<file path="config.mk">
export PLATFORM = sky130hd
export DESIGN_NAME = booth_pp_stream
export DESIGN_NICKNAME = d
export VERILOG_FILES = /design/src/rtl/booth_pp_stream.sv
export SDC_FILE = /design/constraint.sdc
export NUM_CORES = 1
export LEC_CHECK = 0
export CORE_ASPECT_RATIO = 1.75
export CORE_MARGIN = 3
export CORE_UTILIZATION = 60
export CTS_BUF_LIST = sky130_fd_sc_hd__clkbuf_4
export DETAILED_ROUTE_END_ITERATION = 6
export DONT_BUFFER_PORTS = 1
export GPL_TIMING_DRIVEN = 0
export PLACE_DENSITY = 0.84
export SLEW_MARGIN = 0
export SYNTH_ARGS = -nofsm -noshare
export SYNTH_HDL_FRONTEND = slang
export SYNTH_SLANG_ARGS = --single-unit
</file>
<file path="constraint.sdc">
create_clock -name clk -period 3.3 [get_ports clk]
set_input_delay 0.66 -clock clk [delete_from_list [all_inputs] [get_ports clk]]
set_output_delay 0.66 -clock clk [all_outputs]
set_load 0.03 [all_outputs]
</file>
<file path="src/rtl/booth_pp_stream.sv">
// Radix-4 Booth partial-product generator: accepts one operand pair, then streams
// shifted, sign-extended partial products one per beat. Optional macro: BOOTH_SKIP_ZERO_EN.
module booth_pp_stream #(
    parameter int WIDTH = 8
) (
    input  logic                           clk,
    input  logic                           rst_n,
    input  logic                           in_valid,
    output logic                           in_ready,
    input  logic [WIDTH-1:0]               in_a,
    input  logic [WIDTH-1:0]               in_b,
    input  logic                           in_signed,
    output logic                           pp_valid,
    input  logic                           pp_ready,
    output logic [2*WIDTH-1:0]             pp_data,
    output logic [$clog2(WIDTH/2+1)-1:0]   pp_idx,
    output logic                           pp_last,
    output logic                           busy
);
    localparam int OUT_W  = 2 * WIDTH;
    localparam int NUM_PP = WIDTH / 2 + 1;
    localparam int IDX_W  = $clog2(NUM_PP);

    localparam logic [0:0] S_IDLE = 1'b0;
    localparam logic [0:0] S_EMIT = 1'b1;

    // bv holds {extended B, b[-1]}, so bits [2i+2:2i] are {b[2i+1], b[2i], b[2i-1]}.
    function automatic logic [2:0] digit_bits(input logic [WIDTH+2:0] bv, input int i);
        return bv[2*i +: 3];
    endfunction

    logic [0:0]       state_q, state_d;
    logic [WIDTH:0]   a_q, a_d;
    logic [WIDTH+2:0] b_q, b_d;
    logic [IDX_W-1:0] idx_q, idx_d;
    logic [IDX_W-1:0] last_q, last_d;

    logic             accept, fire, is_last;
    logic [WIDTH+2:0] b_in;
    logic [IDX_W-1:0] count_m1_in;
    logic [2:0]       cur_bits;
    logic [OUT_W-1:0] a_x, pp_mag, pp_value;

`ifdef BOOTH_SKIP_ZERO_EN
    logic [NUM_PP-1:0] mask_q, mask_d;
    logic [NUM_PP-1:0] mask_in;

    function automatic logic digit_nz(input logic [2:0] bits);
        return (bits != 3'b000) && (bits != 3'b111);
    endfunction

    always_comb begin
        for (int i = 0; i < NUM_PP; i++) begin
            mask_in[i] = digit_nz(digit_bits(b_in, i)) && (i <= int'(count_m1_in));
        end
    end
`endif

    assign pp_valid = (state_q == S_EMIT);
    assign in_ready = !pp_valid;
    assign busy     = pp_valid;
    assign accept   = in_valid && in_ready;
    assign fire     = pp_valid && pp_ready;
    assign is_last  = (idx_q == last_q);

    assign b_in        = {{2{in_signed & in_b[WIDTH-1]}}, in_b, 1'b0};
    assign count_m1_in = in_signed ? IDX_W'(WIDTH/2 - 1) : IDX_W'(WIDTH/2);

    always_comb begin
        // NOTE: every next-state variable gets its hold value first, so no path infers a latch.
        state_d = state_q;
        a_d     = a_q;
        b_d     = b_q;
        idx_d   = idx_q;
        last_d  = last_q;
`ifdef BOOTH_SKIP_ZERO_EN
        mask_d  = mask_q;
`endif
        if (accept) begin
            state_d = S_EMIT;
            a_d     = {in_signed & in_a[WIDTH-1], in_a};
            b_d     = b_in;
`ifdef BOOTH_SKIP_ZERO_EN
            // All-zero mask leaves first and last at digit 0: a single zero beat.
            mask_d = mask_in;
            idx_d  = '0;
            last_d = '0;
            for (int i = NUM_PP - 1; i >= 0; i--) begin
                if (mask_in[i]) idx_d = IDX_W'(i);
            end
            for (int i = 0; i < NUM_PP; i++) begin
                if (mask_in[i]) last_d = IDX_W'(i);
            end
`else
            idx_d  = '0;
            last_d = count_m1_in;
`endif
        end else if (fire) begin
            if (is_last) begin
                state_d = S_IDLE;
                idx_d   = '0;
            end else begin
`ifdef BOOTH_SKIP_ZERO_EN
                for (int i = NUM_PP - 1; i >= 0; i--) begin
                    if (mask_q[i] && (IDX_W'(i) > idx_q)) idx_d = IDX_W'(i);
                end
`else
                idx_d = idx_q + IDX_W'(1);
`endif
            end
        end
    end

    assign cur_bits = digit_bits(b_q, int'(idx_q));
    assign a_x      = {{(OUT_W-WIDTH-1){a_q[WIDTH]}}, a_q};

    always_comb begin
        case (cur_bits)
            3'b001, 3'b010: pp_mag = a_x;
            3'b011:         pp_mag = a_x << 1;
            3'b100:         pp_mag = -(a_x << 1);
            3'b101, 3'b110: pp_mag = -a_x;
            default:        pp_mag = '0;
        endcase
    end

    assign pp_value = pp_mag << {idx_q, 1'b0};
    assign pp_data  = pp_valid ? pp_value : '0;
    assign pp_idx   = pp_valid ? idx_q : '0;
    assign pp_last  = pp_valid && is_last;

    always_ff @(posedge clk or negedge rst_n) begin
        if (!rst_n) begin
            state_q <= S_IDLE;
            a_q     <= '0;
            b_q     <= '0;
            idx_q   <= '0;
            last_q  <= '0;
`ifdef BOOTH_SKIP_ZERO_EN
            mask_q  <= '0;
`endif
        end else begin
            // NOTE: non-blocking updates so every register samples the pre-edge next-state values.
            state_q <= state_d;
            a_q     <= a_d;
            b_q     <= b_d;
            idx_q   <= idx_d;
            last_q  <= last_d;
`ifdef BOOTH_SKIP_ZERO_EN
            mask_q  <= mask_d;
`endif
        end
    end

endmodule

</file>
# Yosys cells after proc, flatten, opt, wreduce, memory -nomap -nowiden
# Cells that the tools add are included.
classes:
  addsub: 3
  mul: 0
  n_div: 0
  n_lt_le_gt_ge: 0
  eq_ne: 7
  shift: 2
  mux: 10
  bitwise: 2
  n_reduce_logical: 9
op_table:
  columns: ["op", "n"]
  rows:
  - ["$pmux W16 S4", 1]
  - ["$neg A16 Y16", 2]
  - ["$mux W16", 1]
  - ["$shl A16 B4 Y16", 1]
  - ["$mux W3", 5]
  - ["$shiftx A11 B5 Y3", 1]
  - ["$eq A3 B3 Y1 const B", 3]
  - ["$eq A3 B2 Y1 const B", 2]
  - ["$reduce_bool A2 Y1", 2]
  - ["$reduce_or A2 Y1", 2]
  - ["$add A3 B1 Y3 const B", 1]
  - ["$eq A3 B1 Y1 const B", 1]
  - ["$eq A3 B3 Y1", 1]
  - ["$logic_and A1 B1 Y1", 3]
  - ["$mux W1", 3]
  - ["$and A1 B1 Y1", 2]
  - ["$reduce_and A2 Y1", 1]
  - ["$logic_not A1 Y1", 1]
word_totals:
  reg_bits: 25
  latch_bits: 0
  ramBits: 0
  mem_bits_ro: 0
  input_bits: 21
  mem_count: 0

# Depth between registers and ports, before layout
# Gate-level depths: netlist of run 1.
depth:
  depth_word: 6
  depth_mapped: 11

# Least setup slack after synthesis of run 1
# OpenSTA, ideal clock, no wires.
synth_timing:
  path_type: "register to output"
  start: "register idx_q[1]"
  end: "output port pp_data[15]"
  arrival_time_ns: 3.085
  slack_ns: -0.445
  stages_incl_launch_ff: 12
  n_path_buf: 3
  cell_sequence: "dfrtp_1 > buf_6 > mux2_4 > a221o_1 > buf_6 > nand2_1 > a31oi_4 > buf_6 > o31ai_2 > nor2_1 > a31o_1 > a311oi_1"
synth_via:
  elab_chain_cells: 6
  word_cells_on_any_way: 12
synth_rtl:
  columns: ["element", "line_no", "source"]
  rows:
  - ["start, declared", "35", "logic [IDX_W-1:0] idx_q, idx_d;"]
  - ["start signal, assigned", "147", "idx_q <= idx_d;"]
  - ["$shiftx A11 B5 Y3", "29", "return bv[2*i +: 3];"]
  - ["$eq A3 B3 Y1, or another cell as far along", "118", "case (cur_bits)"]
  - ["$reduce_or A2 Y1", "118", null]
  - ["$pmux W16 S4", "118", null]
  - ["$shl A16 B4 Y16 *", "127", "assign pp_value = pp_mag << {idx_q, 1'b0};"]
  - ["$mux W16 *", "128", "assign pp_data = pp_valid ? pp_value : '0;"]
  - ["end, declared", "15", "output logic [2*WIDTH-1:0] pp_data,"]
# Mark *: on every way between the ends. The rest lies on a longest branch, timed or not.

# Final worst setup path of run 1
layout_timing:
  start: "register idx_q[0]"
  end: "output port pp_data[7]"
# Same word-level chain as after synthesis.

==> results of run 1 <==
[Yosys cell counts (4+ instances only)]
master	instances
mux2_2	17
nand3_1	10
a211oi_1	4
nor3_1	8
or3_1	6
o21ai_1	5
clkbuf_1	11
inv_1	15
o21ai_0	22
nand2_1	31
and2_1	5
nor4_1	5
a21oi_1	11
dfrtp_1	24
nor2_1	32
[critical path, cell delays in order (launching register included)]
cell	delay [ps]
dfrtp_1	400
buf_6	150
mux4_2	660
or2_4	320
a31oi_4	300
buf_6	200
o21ai_4	60
a211o_4	390
o211ai_1	320
o32ai_4	210
[final timing paths]
path	from	to	slack [ps]	depth (start not counted)
worst min-delay path	rst_n	idx_q[0]$_DFFE_PN0P_	10	0
worst max register to register	idx_q[0]$_DFFE_PN0P_	idx_q[0]$_DFFE_PN0P_	970	5
worst max-delay path	idx_q[0]$_DFFE_PN0P_	pp_data[7]	-690	9
min in group clk	in_signed	last_q[2]$_DFFE_PN0P_	420	1
max in group asynchronous	rst_n	busy$_DFFE_PN0P_	2610	1
worst min register to register	b_q[5]$_DFFE_PN0P_	b_q[5]$_DFFE_PN0P_	550	1
[logic make-up after synthesis]
kind of cell               Yosys count  share of synthesized area, %
buffers and inverters               35                          6.97
and+or+nand+nor                    110                          23.0
DFF                                 24                          25.7
adders and majority gates            2                          1.07
xor gates and xnor gates             2                         0.751
muxes                               20                          10.4
AOI/OAI and AO/OA                   98                          32.1
[registers in the layout, indices dropped and copies added (netlist names)]
signal	cells
b_q	9
idx_q	3
a_q	9
busy	1
last_q	2
[area by class of cell]
type                    count  area (sq um)  share of cell area, %
plain buffers              19           111                   3.42
clock buffers               3          22.5                  0.691
clock inverters             1          30.0                  0.922
inverters                  15          60.1                   1.84
multi-input cells         232          2110                   64.9
flip-flops and latches     24           603                   18.5
well taps                  46          57.6                   1.77
repair buffers             31           259                   7.95
[repair_timing]
item	CTS	global route
pin swaps	14	31
setup buffers	10	19
resized for setup	25	77
endpoints found under the setup margin	16	16
hold buffers	0	1
hold endpoints to repair	0	2
cloned	1	0
[routing by layer]
layer / part of all wire (%) / vias to the layer above
li1: - / 1166
met1: 35 / 1321
met2: 49 / 231
met3: 9.1 / 91
met4: 7.7 / 0
met5: 0 / -
[cell usage in the layout, fill, tap and decap left out, drive strengths merged, types with 3 or more instances in the layout]
master	count
o22ai	4
a21oi	11
o21a	3
mux2	18
clkbuf	14
a31oi	4
nor4	5
or3	6
dfrtp	24
buf	38
nor3	9
nor2b	3
nor4bb	3
a32o	3
and2	5
nand2	31
o211ai	3
nor2	32
a211oi	5
inv	14
o31ai	4
o311ai	4
nand3	10
o21ai	28
[through the flow]
step	worst slack, ps	std cells	hold WS, ps
floorplan	-135	291	364
global placement	-495	337	365
detailed placement	-518	337	365
CTS	-621	352	9.16
global route	-816	371	-3.50
finish	-695	371	13.8
==> impl_metrics.yaml, run 1 <==
global_route:
  grtUsageMet1_pct: 34.6
  grt_pass1_wl_mm: 11.2
  busiest_layer: "met2"
  antenna_found_initial: 0
  use_met3_pct: 2.53
  grt_pass1_vias: 2424
  grt_overflow: 0
  grtUsageTotal_pct: 31.2
  grt_max_degree: 25
  grt_use_met2_pct: 57.1
clock_network:
  cts_buffers: 3
  clockRootBuffer: "clkbuf_4"
  clock-sinks: 24
  path_clk_slew_ps: 130
  cts_tree: "built"
  clk_path_buf_depth: 2
  h-tree-depth: 1
  worstSkewPairLatency_ps: 310
synthesis:
  synth.avg_cell_area_sq_um: 8.02
  syn_inst: 291
  ys_warn_count: 0
  synth_top_area_share_pct: 25.7
  synth.area.top_cells: "dfrtp_1, mux2_2, nor2_1"
  synth_area_sq_mm: 0.00233
  ys_seq_elements: 24
  synthArstFlopShare_pct: 100
  yosys.area.top_type: "dfrtp_1"
  netlist-cell-type-count: 68
  synth_seq_area_share_pct: 25.7
  synth-main-ff-cell: "dfrtp_1"
  synth_edf_count: 0
  synth_nets: 314
sta:
  fin_crit_sh_pct: 121
  worst_slew_pin_slew_ps: 952
  hold_viol: 0
  setup_viol: 15
  period_needed_ps: 3990
  timing.final.ws_setup_ps: -695
  maxSlewViolCount: 0
  final.setup.tns_ps: -8140
  maxSlewHeadroom_pct: 36.5
  grt_setup_unrepaired: "true"
  fin_skew_ps: 13.5
  fmax_ghz: 0.250
die:
  die_h_um: 88.5
  dieArea_sq_mm: 0.00470
  die_w_um: 53.1
  initial_core_util_pct: 63.0
  num_rows: 29
  top_level_ports: 44
  core_area_sq_mm: 0.00370
cells_and_area:
  final_util_pct: 88.0
  layout.nets: 349
  final_area_sq_mm: 0.00326
  drive_gt1_share_pct: 43.1
  n_antenna_cell: 0
  syn_to_final_growth_pct: 39.6
  fillers: 177
route:
  wirelength_mm: 9.46
  via_per_inst: 7.57
  drc: 0
  drtAntennaViolNets: 0
  wl_per_cell_um: 25.5
  drt_iter0_markers: 281
  drt_pass1_iterations: 7
  vias: 2809
critical_path:
  path_class: "flop to output pin"
  startpoint_type: "flop"
  cp.arrival_ps: 3330
  crit_fanout: 8
  critPathCaptureType: "output pin"
  critPathRequiredTime_ps: 2640
place:
  io_buffers: 0
  hpwlAfterDp_mm: 5.06
  gp_congestion: 0.931
  dpl-instance-area_sq_mm: 0.00250
run_status:
  status: "complete, but fails checks"
  violations: "negative setup slack"
hold_path:
  hold_path.class: "primary input to asynchronous set/reset pin"
run:
  cap_violations: 0
Power of run 1 is left out: the tool's default activity adds up to more than one toggle a clock period on the data nets, which glitch-free logic cannot reach.
==> run 2: changes to the inputs <==
--- a/config.mk
+++ b/config.mk
@@ -8,11 +8,12 @@
 export CORE_ASPECT_RATIO = 1.75
 export CORE_MARGIN = 3
 export CORE_UTILIZATION = 60
-export CTS_BUF_LIST = sky130_fd_sc_hd__clkbuf_4
+export CTS_BUF_LIST = sky130_fd_sc_hd__clkbuf_4 sky130_fd_sc_hd__clkbuf_8
 export DETAILED_ROUTE_END_ITERATION = 6
 export DONT_BUFFER_PORTS = 1
 export GPL_TIMING_DRIVEN = 0
 export PLACE_DENSITY = 0.84
+export RECOVER_POWER = 50
 export SLEW_MARGIN = 0
 export SYNTH_ARGS = -nofsm -noshare
 export SYNTH_HDL_FRONTEND = slang
==> run 2 against run 1 <==
  * Worst setup slack improved by 130 ps
  * Critical path depth did not move
  * Worst hold slack improved by 56 ps
  * Fmax rose by 3.3%
  * Sequential cell count unchanged
  * Register-to-register slack about the same
  * Final cell count decreased by 3.2%
  * Utilization down 4.4 points
  * Via count down 6.7%
  * The run ends with design-rule violations, negative setup slack left
  * Critical path type unchanged
  * Clock-buffer cell count unchanged
  * Die area unchanged
  * Wire length down 15%
==> impl_metrics.yaml, run 2 (synthesized netlist as in run 1, its figures left out) <==
sta:
  setup_viol: 14
  maxSlewHeadroom_pct: 40.7
  period_needed_ps: 3870
  fin_skew_ps: 14.3
  fmax_ghz: 0.259
  maxSlewViolCount: 0
  worst_slew_pin_slew_ps: 889
  hold_viol: 0
  whs_ps: 70.0
  grt_setup_unrepaired: "true"
  timing.final.ws_setup_ps: -568
  fin_crit_sh_pct: 117
clock_network:
  clock-sinks: 24
  cts_buffers: 3
  h-tree-depth: 1
  cts_hold_buf: 0
  worstSkewPairLatency_ps: 270
  cts_tree: "built"
  clockRootBuffer: "clkbuf_8"
  path_clk_slew_ps: 90
  clk_path_buf_depth: 2
cells_and_area:
  drive_gt1_share_pct: 39.0
  layout.nets: 337
  layout_commonest_cell: "nand2_1"
  largestRegisters: "a_q x9, b_q x9, idx_q x3"
  syn_to_final_growth_pct: 32.7
  final_area_sq_mm: 0.00310
  fillers: 222
  final_util_pct: 83.6
  n_antenna_cell: 0
  layout_common_cells: "nand2_1, dfrtp_1, nor2_1"
global_route:
  antenna_found_initial: 0
  grt_pass1_vias: 2446
  grt_pass1_wl_mm: 11.3
  grt_max_degree: 25
  grt_overflow: 0
  grtUsageTotal_pct: 31.6
route:
  drtAntennaViolNets: 0
  wirelength_mm: 8.08
  drt_pass1_iterations: 7
  wl_per_cell_um: 22.5
  via_per_inst: 7.30
  drt_iter0_markers: 205
  vias: 2622
  drc: 1
die:
  num_rows: 29
  die_w_um: 53.1
  die_h_um: 88.5
  initial_core_util_pct: 63.0
  dieArea_sq_mm: 0.00470
  core_area_sq_mm: 0.00370
  top_level_ports: 44
hold_path:
  hold_path.class: "primary input to asynchronous set/reset pin"
place:
  hpwlAfterDp_mm: 5.06
  dpl-instance-area_sq_mm: 0.00250
  gp_congestion: 0.931
  place_worst_setup_slack_ps: -518
  io_buffers: 0
critical_path:
  startpoint_type: "flop"
  r2r-start: "idx_q[0]$_DFFE_PN0P_"
  critPathCaptureType: "output pin"
  cp.arrival_ps: 3210
  r2r_setup_slack_ps: 970
  reg2reg_depth: 5
  crit_fanout: 8
  regToRegEndpoint: "idx_q[0]$_DFFE_PN0P_"
  path_class: "flop to output pin"
  critPathRequiredTime_ps: 2640
run_status:
  status: "complete, but fails checks"
  violations: "design-rule violations, negative setup slack"
run:
  cap_violations: 0
-- run 2: cell count changes in the layout (fill, tap and decap cells not counted), sizes merged --
| cell | delta |
|---|---|
| buf | -11 |
| dlygate4sd3 | -1 |
-- run 2: worst max-delay path, stage by stage, from the launching register on --
cell and delay (ps):
dfrtp_1 380, buf_6 160, mux4_2 640, o311ai_2 200
o41ai_1 150, a22oi_1 290, nand3_2 210, o311ai_2 410
o221ai_2 190, a22o_4 290
-- run 2: what timing repair did --
| action | in CTS | in global routing |
|---|---|---|
| gates resized for setup | 34 | 53 |
| setup endpoints to repair | 16 | 16 |
| cloned | 1 | 0 |
| pin swaps | 16 | 16 |
| buffers inserted | 12 | 6 |
-- run 2: cell type report --
| type | instances | area [sq um] | share of cell area [%] |
|---|---|---|---|
| Clock buffer | 3 | 41.3 | 1.33 |
| Clock inverter | 1 | 30.0 | 0.970 |
| Inverter | 15 | 60.1 | 1.94 |
| Buffer | 19 | 106 | 3.44 |
| Tap cell | 46 | 57.6 | 1.86 |
| Timing Repair Buffer | 19 | 150 | 4.85 |
| Sequential cell | 24 | 602 | 19.4 |
| Multi-Input combinational cell | 232 | 2050 | 66.2 |
-- run 2: layer usage --
layer	vias up	share of wire, %	track usage (%)
met5	-	0	0
met4	0	6.1	18.1
met3	63	7.6	2.87
met2	179	51	56.1
met1	1240	35	35.7
li1	1140	-	-
-- run 2: worst max path at each step --
stage / start / to / slack [ps] / cells after the start
2_1_floorplan: idx_q[1]$_DFFE_PN0P_ / pp_data[10] / -130 / 11
3_5_place_dp: a_q[2]$_DFFE_PN0P_ / pp_data[15] / -520 / 8
6_report: idx_q[0]$_DFFE_PN0P_ / pp_data[14] / -570 / 9
3_3_place_gp: a_q[2]$_DFFE_PN0P_ / pp_data[15] / -500 / 8
4_1_cts: idx_q[1]$_DFFE_PN0P_ / pp_data[7] / -550 / 11
5_1_grt: idx_q[0]$_DFFE_PN0P_ / pp_data[14] / -770 / 9
-- run 2: stage by stage --
| stage | std cells | TNS [ps] |
|---|---|---|
| 2_1_floorplan | 291 | -514 |
| 6_report | 359 | -6450 |
| 5_1_grt | 359 | -8090 |
| 3_3_place_gp | 337 | -3990 |
| 4_1_cts | 354 | -6910 |
| 3_5_place_dp | 337 | -4380 |
Power of run 2 is left out for the same reason.
